$ cat src/rtl/fetch_stage.sv
// rtl/fetch_stage.sv - MIPS instruction-fetch stage: PC, I-cache request, IF/ID latch
module fetch_stage #(
    parameter logic [31:0] PC_INIT = 32'h00000000,
    parameter logic [5:0]  HALT_OP = 6'b111111
) (
    input  logic        CLK,
    input  logic        nRST,
    input  logic [31:0] iload,
    input  logic        ihit,
    output logic        iREN,
    output logic [31:0] iaddr,
    input  logic        stall,
    input  logic        redirect,
    input  logic [31:0] redirect_pc,
    output logic [31:0] instr_out,
    output logic [31:0] npc_out,
    output logic        valid_out,
    output logic        halted
);

    typedef enum logic [1:0] {
        FETCH  = 2'd0,
        DRAIN  = 2'd1,
        HALTED = 2'd2
    } state_t;

    state_t      state;
    logic [31:0] pc;
    logic [31:0] pending_pc;
    logic [31:0] pc_plus4;

    // The outstanding request always targets pc; only HALTED drops the request.
    assign pc_plus4 = pc + 32'd4;
    assign iaddr    = pc;
    assign iREN     = (state != HALTED);
    assign halted   = (state == HALTED);

    // PC, redirect bookkeeping and IF/ID latch update.
    always_ff @(posedge CLK or negedge nRST) begin
        if (!nRST) begin
            state      <= FETCH;
            pc         <= PC_INIT;
            pending_pc <= 32'd0;
            instr_out  <= 32'd0;
            npc_out    <= 32'd0;
            valid_out  <= 1'b0;
        end else begin
            case (state)
                FETCH: begin
                    if (redirect) begin
                        instr_out <= 32'd0;
                        npc_out   <= 32'd0;
                        valid_out <= 1'b0;
                        if (ihit) begin
                            pc <= redirect_pc;
                        end else begin
                            // In-flight miss cannot be cancelled; park the target until it returns.
                            pending_pc <= redirect_pc;
                            state      <= DRAIN;
                        end
                    end else if (stall) begin
                        // Hold everything; a concurrent hit will repeat next cycle.
                        pc <= pc;
                    end else if (ihit) begin
                        pc        <= pc_plus4;
                        instr_out <= iload;
                        npc_out   <= pc_plus4;
                        valid_out <= 1'b1;
                        if (iload[31:26] == HALT_OP) begin
                            state <= HALTED;
                        end
                    end else begin
                        instr_out <= 32'd0;
                        npc_out   <= 32'd0;
                        valid_out <= 1'b0;
                    end
                end
                DRAIN: begin
                    instr_out <= 32'd0;
                    npc_out   <= 32'd0;
                    valid_out <= 1'b0;
                    if (redirect) begin
                        pending_pc <= redirect_pc;
                    end
                    if (ihit) begin
                        // Returned data is wrong-path; jump to the youngest target.
                        pc    <= redirect ? redirect_pc : pending_pc;
                        state <= FETCH;
                    end
                end
                HALTED: begin
                    if (redirect) begin
                        pc        <= redirect_pc;
                        state     <= FETCH;
                        instr_out <= 32'd0;
                        npc_out   <= 32'd0;
                        valid_out <= 1'b0;
                    end
                end
                default: begin
                    state <= FETCH;
                end
            endcase
        end
    end

endmodule

$ cat config.mk
export PLATFORM = sky130hd
export DESIGN_NAME = fetch_stage
export DESIGN_NICKNAME = d
export VERILOG_FILES = /design/src/rtl/fetch_stage.sv
export SDC_FILE = /design/constraint.sdc
export NUM_CORES = 1
export LEC_CHECK = 0
export BUFFER_PORTS_ARGS = -buffer_cell sky130_fd_sc_hd__buf_2
export CORE_MARGIN = 1.5
export CORE_UTILIZATION = 47
export CTS_CLUSTER_DIAMETER = 40
export CTS_CLUSTER_SIZE = 28
export DETAILED_ROUTE_END_ITERATION = 7
export PLACE_DENSITY_LB_ADDON = 0.08
export SLEW_MARGIN = 20
export SYNTH_ARGS = -nofsm -noshare
export SYNTH_HDL_FRONTEND = slang
export SYNTH_SLANG_ARGS = --single-unit
$ cat constraint.sdc
create_clock -name CLK -period 2.8 [get_ports CLK]
set_input_delay 0.56 -clock CLK [delete_from_list [all_inputs] [get_ports CLK]]
set_output_delay 0.56 -clock CLK [all_outputs]
set_load 0.01 [all_outputs]
# After elaboration in Yosys (flattened, before gate mapping)

Cells that the tools add are included.

Flip-flop bits (word level): 131
Input bits: 69
Output and inout bits: 99
Word-level logic and storage cells: 61

Add/subtract/negate cells: 1
Equality and inequality tests: 14
Muxes and demuxes: 33
Reduce and logical (&&, ||, !) cells: 7

Operators with widths:

| kind                    | number |
|---|---|
| $mux W32                | 16 |
| $pmux W32 S3            | 3 |
| $pmux W32 S2            | 1 |
| $add A32 B3 Y32 const B | 1 |
| $ne A3 B3 Y1 const B    | 6 |
| $mux W2                 | 7 |
| $reduce_and A6 Y1       | 2 |
| $ne A2 B2 Y1 const B    | 5 |
| $eq A6 B6 Y1 const B    | 1 |
| $pmux W2 S3             | 1 |
| $reduce_and A3 Y1       | 2 |
| $mux W1                 | 4 |
| $pmux W1 S3             | 1 |
| $reduce_bool A3 Y1      | 1 |
| $eq A2 B1 Y1 const B    | 1 |
| $eq A2 B2 Y1 const B    | 1 |
| $logic_not A2 Y1        | 1 |
| $reduce_bool A2 Y1      | 1 |

# Longest topological paths before layout

Gate-level depths: netlist of the first run.

Depth in word-level cells: 6
Mapped depth: 10
Depth with buffers taken out: 7

# Worst setup path after synthesis of the first run

No wires, ideal clock.

Kind: reg2reg
Start point: reg state[0]
End point: reg pc[0] (netlist: iaddr[0])
Setup time: 0.125 ns
Data arrival time: 1.992 ns
Data required time: 2.675 ns
Path slack: 0.683 ns
Stages on the path, launching flop included: 9
Path buffers: 1
Period minus slack after synthesis: 2.117 ns
Path through: dfrtp_1 > inv_1 > ha_1 > a21oi_1 > o21bai_1 > or2_2 > clkbuf_1 > a31oi_1 > mux2_2

Longest elaborated chain between the ends: 3
Elaborated cells between the ends (all ways): 11
Classes of those cells: 7 x eq/ne; 1 x mux; 3 x reduce/logical

Ends and longest elaborated chain:

| element                                                             | RTL line | text |
|---|---|---|
| start: declaration                                                  | 27       | `state_t state;` |
| start signal: assignment                                            | 41       | `state <= FETCH;` |
| start signal: assignment                                            | 59       | `state <= DRAIN;` |
| start signal: assignment                                            | 70       | `state <= HALTED;` |
| $eq A2 B2 Y1 (*)                                                    | --       |  |
| named net halted                                                    | 18       | `output logic halted` |
| $ne A2 B2 Y1 (no line) / $reduce_bool A3 Y1 (equally long branches) | --       |  |
| $reduce_and A6 Y1 (no line)                                         | --       |  |
| end signal: assignment                                              | 55       | `pc <= redirect_pc;` |
| end signal: assignment                                              | 63       | `pc <= pc;` |
| end signal: assignment                                              | 65       | `pc <= pc_plus4;` |
| end: declaration                                                    | 28       | `logic [31:0] pc;` |

Mark *: on every way through the listed nets, which the timed path passes. The rest lies on a longest branch.
A chain may end at the register's enable or synchronous reset.

# Worst setup path after layout of the first run

Start point: reg state[0]
End point: reg pc[1] (netlist: iaddr[1])

Longest elaborated chain between the ends: 3
Elaborated cells between the ends (all ways): 11
Classes of those cells: 7 x eq/ne; 1 x mux; 3 x reduce/logical

Ends and longest elaborated chain:

| element                                              | RTL line | text |
|---|---|---|
| $eq A2 B1 Y1, or another cell as far along           | 48       | `case (state)` |
| $ne A2 B2 Y1 (no line), or another cell as far along | --       |  |
| $reduce_and A6 Y1 (no line)                          | --       |  |

Several ways; a longest one is shown, not always the timed one.

==> results of run 1 <==
cell type report:
type                    instances  area (sq um)
repair buffers                186          1022
flip-flops and latches        131          3278
clock buffers                  22         484.2
inverters                      15         56.30
multi-input cells             429          2995
fillers                      1175          5240
clock inverters                 9         103.9
well taps                     176         220.2
path summary, 6_finish.rpt:
check	startpoint	end	slack [ns]	depth (start not counted)
hold reg to reg	npc_out[28]	npc_out[28]	0.47	2
setup reg to reg	state[0]	iaddr[1]	0.33	7
setup / recovery	state[0]	iaddr[1]	0.33	7
hold / removal	nRST	instr_out[17]	0.07	1
max in group asynchronous	nRST	pending_pc[29]	1.99	2
min in group CLK	iload[24]	instr_out[24]	0.35	2
sequential cells by signal, summed over array words and instances, names as in the netlist:
signal and flops:
iaddr 32, instr_out 32, npc_out 32, pending_pc 32
state 2, valid_out 1
where the power goes:
part / switching [uW] / total, uW / internal (uW)
combinational: 1730 / 3100 / 1370
clock: 798 / 2190 / 1390
sequential: 623 / 3110 / 2490
total: 3150 / 8400 / 5250
cell usage in the layout (no fill, tap or decap), types with 3 or more instances in the layout:
| cell | netlist | final |
|---|---|---|
| nor2b_1 | 4 | 4 |
| nand2_1 | 63 | 63 |
| nand2b_1 | 3 | 3 |
| buf_4 | 0 | 16 |
| nand3_1 | 14 | 14 |
| clkbuf_8 | 0 | 4 |
| inv_1 | 13 | 13 |
| o2bb2ai_1 | 5 | 5 |
| buf_2 | 6 | 166 |
| a211oi_1 | 3 | 3 |
| o22ai_1 | 3 | 3 |
| o31a_1 | 3 | 3 |
| o21a_1 | 3 | 3 |
| a21o_1 | 5 | 5 |
| nor4_1 | 3 | 3 |
| and3_1 | 5 | 5 |
| buf_12 | 0 | 3 |
| o21ai_0 | 42 | 42 |
| nor3_1 | 5 | 5 |
| and4_1 | 4 | 4 |
| a221oi_1 | 13 | 13 |
| o22a_1 | 5 | 5 |
| xor2_1 | 9 | 9 |
| a22oi_1 | 12 | 12 |
| mux2i_1 | 4 | 4 |
| ha_1 | 5 | 5 |
| a22o_1 | 45 | 45 |
| a31oi_1 | 5 | 5 |
| a21oi_1 | 47 | 47 |
| nand4_1 | 9 | 9 |
| o31ai_1 | 4 | 4 |
| nor2_1 | 18 | 18 |
| clkinv_2 | 0 | 4 |
| xnor2_1 | 19 | 19 |
| mux2_2 | 39 | 39 |
| dfrtp_1 | 131 | 131 |
| clkbuf_16 | 0 | 17 |
critical path: cells and delay by family, from the launching register on:
family	cells	cell delay (ns)
simple gates	1	0.46
fa+ha+maj	1	0.29
mux	1	0.38
buf+inv	1	0.09
flops	1	0.38
compound gates	3	0.76
cell families after synthesis:
logic type | count (synthesis) | synth area share (%)
adders and majority gates | 5 | 0.9606
buffers and inverters | 62 | 3.842
muxes | 43 | 7.358
and+or+nand+nor | 137 | 10.59
AOI/OAI and AO/OA | 216 | 23.15
xor gates and xnor gates | 28 | 3.766
DFF | 131 | 50.34
layer usage:
layer,track usage [%],up-vias
met4,8.309,0
met1,39.04,2716
met5,0,-
met2,37.32,270
met3,5.613,25
li1,-,2640
metrics by stage:
stage               util [%]  setup slack, ns  area [sq um]  hold WS [ns]
detailed placement     56.51           0.3121          7572        0.4653
floorplan                  -           0.6829          6513        0.2644
finish                 60.90           0.3260          8160       0.06987
global placement       56.51           0.3281          7572        0.4562
CTS                    60.90           0.3580          8160       0.09087
global route           60.90           0.2149          8160        0.1105
==> run_results.csv, run 1 <==
group,metric,value,unit
global_routing,antenna_found_initial,0,
logic_synthesis,synth.top_cells.by_count,"131 x dfrtp_1, 63 x nand2_1, 47 x a21oi_1",
floorplanning,fp.dieW,120.7,microns
logic_synthesis,synth_area,6512,sq um
cts,cts_hold_buf,0,
cts,cts_made_buffers,17,
global_routing,grt_pass1_wl,29.10,mm
route,drc,0,
floorplanning,core,13400,sq um
cts,cts_tree,"done",
route,wl_met2,7.811,mm
route,vias_per_cell,5.838,
cells_and_area,nets,854,
placed_design,port-buffer-count,167,
power,powerDensity,1029,nW/um^2
route,vias,5651,
global_routing,overflow,0,
sta,hold_viol,0,
floorplanning,initial_core_util,48.60,%
global_routing,grt_max_degree,67,
sta,worst_pin_slew,0.8896,ns
sta,period_share,88.36,%
cts,clock_path_buffers,2,
power,p_leak,0.003881,uW
job,drv_cap,0,
floorplanning,ios,168,
cts,cts.sinks,131,
sta,slew_headroom,40.69,%
cts,ctsResizeCount,0,
sta,setup-violations-final,0,
global_routing,grt_use_total,25.99,%
route,drt-met1-wl,8.738,mm
cells_and_area,drive_above_1_share,34.09,%
floorplanning,dieArea,14570,sq um
run_status,status,"completed",
logic_synthesis,async_flop_share,100.0,%
route,drt_first_pass_iters,5,
sta,slew_viol_final,0,
setup_path,crit_fanout,15,
logic_synthesis,synth_flop_cell,"dfrtp_1",
setup_path,critPathArrivalTime,2.77,ns
logic_synthesis,yosysMostFrequentCell,"dfrtp_1",
cts,h-tree-depth,4,
logic_synthesis,synth_cells,622,
sta,max_freq,0.4042,GHz
sta,grt_setup_unrepaired,"false",
logic_synthesis,synth.distinct_cells,59,
power,vdd_drop_max,0.0004438,V
route,finalWirelength,18.11,mm
route,routed.top_layer,"met4",
logic_synthesis,synth_edf_count,0,
hold_path,hold_class,"in2async",
route,detail_route.wl_per_cell,18.71,microns
logic_synthesis,ys_warn_count,0,
logic_synthesis,syn_area_per_cell,10.47,sq um
setup_path,slowest_delay,0.46,ns
logic_synthesis,synth_top_area_cell,"dfrtp_1",
route,wl_met3,1.333,mm
floorplanning,num_rows,42,
cells_and_area,fin_cells,968,
logic_synthesis,synth-seq-area-share,50.34,%
cts,path_clk_slew,0.06,ns
logic_synthesis,synth_seq_cells,131,
setup_path,required,3.10,ns
power,total_power,8401,uW
logic_synthesis,synth.area.top_cells,"dfrtp_1 50%, mux2_2 6.7%, a22o_1 6.1%, nand2_1 3.6%, a21oi_1 3.6%",
logic_synthesis,yosysTopAreaCellShare,50.34,%
route,ant_nets,0,
setup_path,cp_cell_sequence,"inv_1 -> ha_1 -> a21oi_1 -> o21bai_4 -> or2_2 -> a31oi_1 -> mux2_2",
setup_path,critPathLaunchType,"flop",
cells_and_area,area_delta_synth_final,25.30,%
cells_and_area,diodes,0,
sta,tns,0,ns
global_routing,grt_pass1_vias,5255,
cts,cts-root-buf,"clkbuf_16",
setup_path,endpoint_kind,"flop",
setup_path,crit_type,"reg2reg",
sta,finalCriticalPeriod,2.474,ns
placed_design,placed_cells,937,
cts,clock_latency,0.42,ns
setup_path,cp_slowest_cell,"or2_2",
route,initialDrtViolationCount,512,
sta,fin_skew,0.006151,ns
cts,post_cts_buffers,0,
placed_design,dp_hpwl,12.45,mm
floorplanning,fp.dieH,120.7,microns
placed_design,gp_congestion,0.8156,
logic_synthesis,synth_nets,696,
No activity file was read; power rests on OpenSTA's default activity.
==> run 2: changes to the inputs <==
--- a/config.mk
+++ b/config.mk
@@ -11,6 +11,7 @@
 export CTS_CLUSTER_DIAMETER = 40
 export CTS_CLUSTER_SIZE = 28
 export DETAILED_ROUTE_END_ITERATION = 7
+export MAX_ROUTING_LAYER = met4
 export PLACE_DENSITY_LB_ADDON = 0.08
 export SLEW_MARGIN = 20
 export SYNTH_ARGS = -nofsm -noshare
==> run 2 against run 1 <==
  * Utilization up 0.55 points
  * Sequential share of layout area decreased by 0.36 points
  * Sequential power hardly changed
  * Sequential cell count unchanged
  * Register-to-register slack improved by 0.098 ns
  * Maximum frequency is 4.1% higher
  * Critical endpoint is now iaddr[22]
  * Largest cell class unchanged
  * Highest routed layer unchanged
==> run_results.csv, run 2 (synthesized netlist as in run 1, its figures left out) <==
group,metric,value,unit
run_status,status,"completed",
placed_design,dp_hpwl,12.55,mm
placed_design,gp_congestion,0.8712,
route,drc,0,
power,total_power,8650,uW
global_routing,overflow,0,
floorplanning,dieArea,14570,sq um
cells_and_area,layout_commonest_cell,"buf_2",
route,vias_per_cell,5.820,
placed_design,port-buffer-count,167,
sta,finalCriticalPeriod,2.376,ns
route,vias,5657,
floorplanning,num_rows,42,
cts,path_clk_slew,0.06,ns
sta,period_share,84.85,%
cts,clock_latency,0.42,ns
sta,worst_pin_slew,0.7647,ns
sta,slew_headroom,49.02,%
floorplanning,initial_core_util,48.60,%
sta,setup-violations-final,0,
floorplanning,ios,168,
setup_path,rrSetupSlack,0.42,ns
cells_and_area,drive_above_1_share,34.30,%
cells_and_area,nets,857,
route,finalWirelength,18.13,mm
setup_path,crit_type,"reg2reg",
cts,h-tree-depth,4,
setup_path,r2r-start,"iaddr[2]",
cts,cts_hold_buf,0,
power,vdd_drop_max,0.0005637,V
cts,cts_made_buffers,17,
placed_design,placed_cells,940,
cts,cts-root-buf,"clkbuf_16",
global_routing,grt_pass1_wl,28.95,mm
sta,hold_ws,0.1115,ns
setup_path,worstRegToRegCells,6,
cts,cts.sinks,131,
sta,hold_viol,0,
sta,grt_setup_unrepaired,"false",
setup_path,critPathLaunchType,"flop",
power,powerDensity,1050,nW/um^2
cells_and_area,area_delta_synth_final,26.44,%
floorplanning,fp.dieH,120.7,microns
setup_path,endpoint_kind,"flop",
global_routing,grt_use_total,26.58,%
setup_path,cp_cell_sequence,"ha_1 -> and4_1 -> nand4_1 -> nor4_1 -> a31oi_1 -> o22a_1",
setup_path,cp_slowest_cell,"nor4_1",
sta,tns,0,ns
setup_path,r2r_end,"iaddr[22]",
floorplanning,core,13400,sq um
cts,ctsResizeCount,0,
global_routing,antenna_found_initial,0,
setup_path,slowest_delay,0.61,ns
sta,max_freq,0.4209,GHz
global_routing,grt_max_degree,67,
cells_and_area,utilization,61.45,%
setup_path,critPathArrivalTime,2.68,ns
floorplanning,fp.dieW,120.7,microns
cts,clock_path_buffers,2,
global_routing,grt_pass1_vias,5259,
cells_and_area,final_cell_mix,"166 x buf_2, 131 x dfrtp_1, 63 x nand2_1, 47 x a21oi_1, 45 x a22o_1",
route,drt_first_pass_iters,5,
job,drv_cap,0,
sta,slew_viol_final,0,
power,p_leak,0.003923,uW
cts,post_cts_buffers,0,
route,initialDrtViolationCount,418,
cells_and_area,diodes,0,
setup_path,required,3.10,ns
hold_path,hold_class,"in2async",
cts,cts_tree,"done",
cells_and_area,fin_cells,972,
setup_path,crit_fanout,8,
sta,fin_skew,0.006202,ns
route,detail_route.wl_per_cell,18.66,microns
route,ant_nets,0,
-- run 2: power by group --
group          switching, uW  internal [uW]
clock                    795           1640
combinational           1740           1370
sequential               607           2490
-- run 2: final cells by class --
cell class                 count  area, sq um
clock inverter                10        177.7
tap                          176        220.2
sequential                   131         3278
fill                        1142         5166
clock buffer                  22        474.2
multi-input combinational    429         2995
timing repair buffer         189         1032
inverter                      15        56.30
-- run 2: worst max-delay path by stage --
stage | depth (start not counted) | start | end | slack (ns)
6_report | 6 | iaddr[2] | iaddr[22] | 0.42
5_1_grt | 8 | state[1] | iaddr[20] | 0.23
4_1_cts | 8 | state[0] | iaddr[20] | 0.44
3_5_place_dp | 7 | redirect | iaddr[17] | 0.41
3_3_place_gp | 7 | redirect | iaddr[17] | 0.44
2_1_floorplan | 8 | state[0] | iaddr[0] | 0.68
-- run 2: layer usage --
| layer | up-vias | track usage, % | routed length [microns] |
|---|---|---|---|
| li1 | 2645 | - | - |
| met1 | 2736 | 39.67 | 8766 |
| met2 | 258 | 36.26 | 7913 |
| met3 | 18 | 5.094 | 1193 |
| met4 | 0 | 8.897 | 260 |
| met5 | - | - | 0 |
-- run 2: worst max-delay path, delay by kind of cell (launching register included) --
kind / cells / cell delay (ns)
AND/OR/NAND/NOR: 3 / 1.05
flip-flops: 1 / 0.51
AO/OA/AOI/OAI: 2 / 0.44
adder cells (fa/ha/maj): 1 / 0.26
-- run 2: per-stage QoR --
stage                     instance area (sq um)  setup WS [ns]
after CTS                                  8234         0.4387
after floorplan                            6513         0.6829
final                                      8234         0.4243
after detailed placement                   7582         0.4140
after global routing                       8234         0.2343
after global placement                     7582         0.4406
==> run 3: changes to the inputs <==
--- a/config.mk
+++ b/config.mk
@@ -5,6 +5,7 @@
 export SDC_FILE = /design/constraint.sdc
 export NUM_CORES = 1
 export LEC_CHECK = 0
+export ABC_AREA = 1
 export BUFFER_PORTS_ARGS = -buffer_cell sky130_fd_sc_hd__buf_2
 export CORE_MARGIN = 1.5
 export CORE_UTILIZATION = 47
==> constraint.sdc (replaced) <==
create_clock -name CLK -period 2 [get_ports CLK]
set_input_delay 0.4 -clock CLK [delete_from_list [all_inputs] [get_ports CLK]]
set_output_delay 0.4 -clock CLK [all_outputs]
set_load 0.01 [all_outputs]
==> run 3 against run 2 <==
  * Worst setup slack lost 0.30 ns
  * Die area increased by 10%
  * Critical path type unchanged
  * Area after synthesis up 10%
  * Routed wire length increased by 15%
  * Highest routed layer unchanged
  * Final area rose by 9.1%
==> run_results.csv, run 3 <==
group,metric,value,unit
run_status,status,"completed",
setup_path,r2r_end,"iaddr[15]",
logic_synthesis,synth_area,7191,sq um
sta,finalCriticalPeriod,1.872,ns
cts,cts_tree,"done",
placed_design,dp_hpwl,14.77,mm
global_routing,antenna_found_initial,0,
job,drv_cap,0,
route,drt_first_pass_iters,5,
placed_design,port-buffer-count,167,
setup_path,endpoint_kind,"flop",
logic_synthesis,ys_warn_count,0,
logic_synthesis,yosysMostFrequentCell,"nand2_1",
hold_path,hold_class,"in2reg",
route,vias_per_cell,5.286,
power,vdd_drop_max,0.0006990,V
route,vias,6867,
logic_synthesis,synth_flop_cell,"dfrtp_1",
logic_synthesis,synth_compound_area_share,18.55,%
logic_synthesis,async_flop_share,100.0,%
logic_synthesis,synth_seq_cells,131,
cts,clock_latency,0.42,ns
floorplanning,initial_core_util,47.65,%
logic_synthesis,synth_simple_gate_area_share,26.19,%
route,ant_nets,0,
cells_and_area,diodes,0,
setup_path,critPathArrivalTime,2.23,ns
sta,slew_headroom,58.33,%
sta,setup-violations-final,0,
power,powerDensity,1588,nW/um^2
placed_design,gp_congestion,0.9573,
power,total_power,14270,uW
global_routing,overflow,0,
sta,fin_skew,0.006607,ns
route,finalWirelength,20.86,mm
logic_synthesis,synth_fa_ha_area_share,0.8700,%
cts,h-tree-depth,4,
cts,cts.sinks,131,
logic_synthesis,synth_cells,939,
sta,period_share,93.61,%
floorplanning,fp.dieH,126.7,microns
logic_synthesis,synth_top_area_cell,"dfrtp_1",
hold_path,worstHoldEndpoint,"instr_out[22]",
global_routing,grt_pass1_wl,33.28,mm
power,p_leak,0.004740,uW
sta,setup_ws,0.1278,ns
route,detail_route.wl_per_cell,16.06,microns
cts,clock_path_buffers,2,
cells_and_area,drive_above_1_share,23.04,%
setup_path,required,2.36,ns
sta,worst_pin_slew,0.6251,ns
cts,cts_made_buffers,17,
setup_path,rrSetupSlack,0.13,ns
floorplanning,num_rows,45,
cts,cts-root-buf,"clkbuf_16",
cells_and_area,nets,1172,
sta,max_freq,0.5341,GHz
logic_synthesis,synth-seq-area-share,45.59,%
placed_design,place_ws,0.1759,ns
global_routing,grt_use_total,27.12,%
sta,slew_viol_final,0,
logic_synthesis,syn_area_per_cell,7.658,sq um
logic_synthesis,synth_nets,1013,
sta,hold_viol,0,
cells_and_area,layout_commonest_cell,"nand2_1",
setup_path,worstRegToRegCells,11,
cells_and_area,final_cell_mix,"341 x nand2_1, 166 x buf_2, 130 x dfrtp_1, 90 x a21oi_1, 61 x nor2_1",
global_routing,grt_pass1_vias,6145,
logic_synthesis,synth.top_cells.by_count,"342 x nand2_1, 131 x dfrtp_1, 90 x a21oi_1",
logic_synthesis,synth_mux_area_share,0,%
logic_synthesis,yosysTopAreaCellShare,45.59,%
logic_synthesis,synth-xor-area-share,1.931,%
setup_path,crit_fanout,20,
logic_synthesis,synth_edf_count,0,
logic_synthesis,synth.area.top_cells,"dfrtp_1 46%, nand2_1 18%, a21oi_1 6.3%, a22o_1 6.1%, nor2_1 3.2%",
cells_and_area,area_delta_synth_final,24.93,%
floorplanning,dieArea,16050,sq um
hold_path,hold_start,"iload[22]",
logic_synthesis,synth.distinct_cells,38,
setup_path,crit_type,"reg2reg",
global_routing,grt_max_degree,83,
setup_path,r2r-start,"state[1]",
hold_path,hold-path-cell-count,2,
route,initialDrtViolationCount,580,
setup_path,critPathLaunchType,"flop",
floorplanning,core,15090,sq um
floorplanning,fp.dieW,126.7,microns
floorplanning,ios,168,
route,drc,0,
logic_synthesis,synth_top_family_by_area,"simple AND/OR/NAND/NOR gates",
cts,path_clk_slew,0.06,ns
==> run 3: changes by cell type after synthesis, moves of 13 or more <==
cell | previous run | this run
a21oi_1 | 47 | 90
a221oi_1 | 13 | 0
a31oi_1 | 5 | 27
buf_2 | 6 | 29
inv_1 | 13 | 52
mux2_2 | 39 | 0
nand2_1 | 63 | 342
nand3_1 | 14 | 27
nor2_1 | 18 | 61
xnor2_1 | 19 | 3
==> run 3: repair_timing <==
action | CTS | global route
gates resized for setup | 2 | 5
cloned | 0 | 2
pin swaps | 0 | 1
setup endpoints to repair | 1 | 3
hold endpoints to repair | 2 | 0
setup buffers | 0 | 1
hold buffers | 1 | 0
==> run 3: how the worst max path moves through the flow <==
stage	start	to	slack [ns]	depth (start not counted)
after global placement	iaddr[2]	iaddr[18]	0.24	10
after detailed placement	state[0]	iaddr[23]	0.18	11
after CTS	state[0]	halted	0.02	4
after floorplan	state[0]	npc_out[0]	0.24	10
after global routing	state[0]	iaddr[23]	-0.01	11
final	state[1]	iaddr[15]	0.13	11
==> run 3: worst max-delay path, cell delays in order (launching register included) <==
cell and delay, ns:
dfrtp_2 0.41, inv_1 0.07, ha_1 0.20, inv_2 0.13, nor2_1 0.07, nor2_1 0.11, nand4_1 0.18, buf_12 0.22
buf_12 0.15, a21oi_1 0.13, nand2_1 0.08, nand2_1 0.05
==> run 3: per-layer routing <==
layer,vias to the layer above,track usage (%),part of all wire [%]
met1,3147,40.54,50
met4,0,8.155,1.3
li1,3436,-,-
met5,-,-,0
met2,261,37.48,42
met3,23,4.808,6.3
==> run 3: area by class of cell <==
type | instances | area [sq um]
Timing Repair Buffer | 196 | 1206
Clock inverter | 10 | 130.1
Clock buffer | 22 | 474.2
Sequential cell | 131 | 3279
Multi-Input combinational cell | 694 | 3441
Inverter | 58 | 217.7
Tap cell | 188 | 235.2
Fill cell | 1409 | 6106
==> run 3: metrics by stage <==
stage / utilization (%) / hold WS, ns / cells / instance area (sq um) / TNS [ns]
after detailed placement: 54.91 / 0.2029 / 1263 / 8285 / 0
after CTS: 59.03 / 0.1846 / 1296 / 8907 / 0
final: 59.54 / 0.1963 / 1299 / 8984 / 0
after global routing: 59.54 / 0.1972 / 1299 / 8984 / -0.03620
after global placement: 54.91 / 0.2037 / 1263 / 8285 / 0
after floorplan: - / 0.1044 / 939 / 7191 / 0
==> run 3: where the power goes <==
part | switching, uW | internal [uW] | total (uW)
clock network | 1110 | 2050 | 3160
registers | 829 | 3620 | 4450
logic | 4080 | 2580 | 6660
==> run 3: cells by family (layout without fill, tap and decap cells) <==
kind of cell             count (synthesis)  in the layout
AND/OR/NAND/NOR                        459            459
AO/OA/AOI/OAI                          215            215
flip-flops                             131            131
buffers and inverters                  114            286
XOR/XNOR                                15             15
adder cells (fa/ha/maj)                  5              5
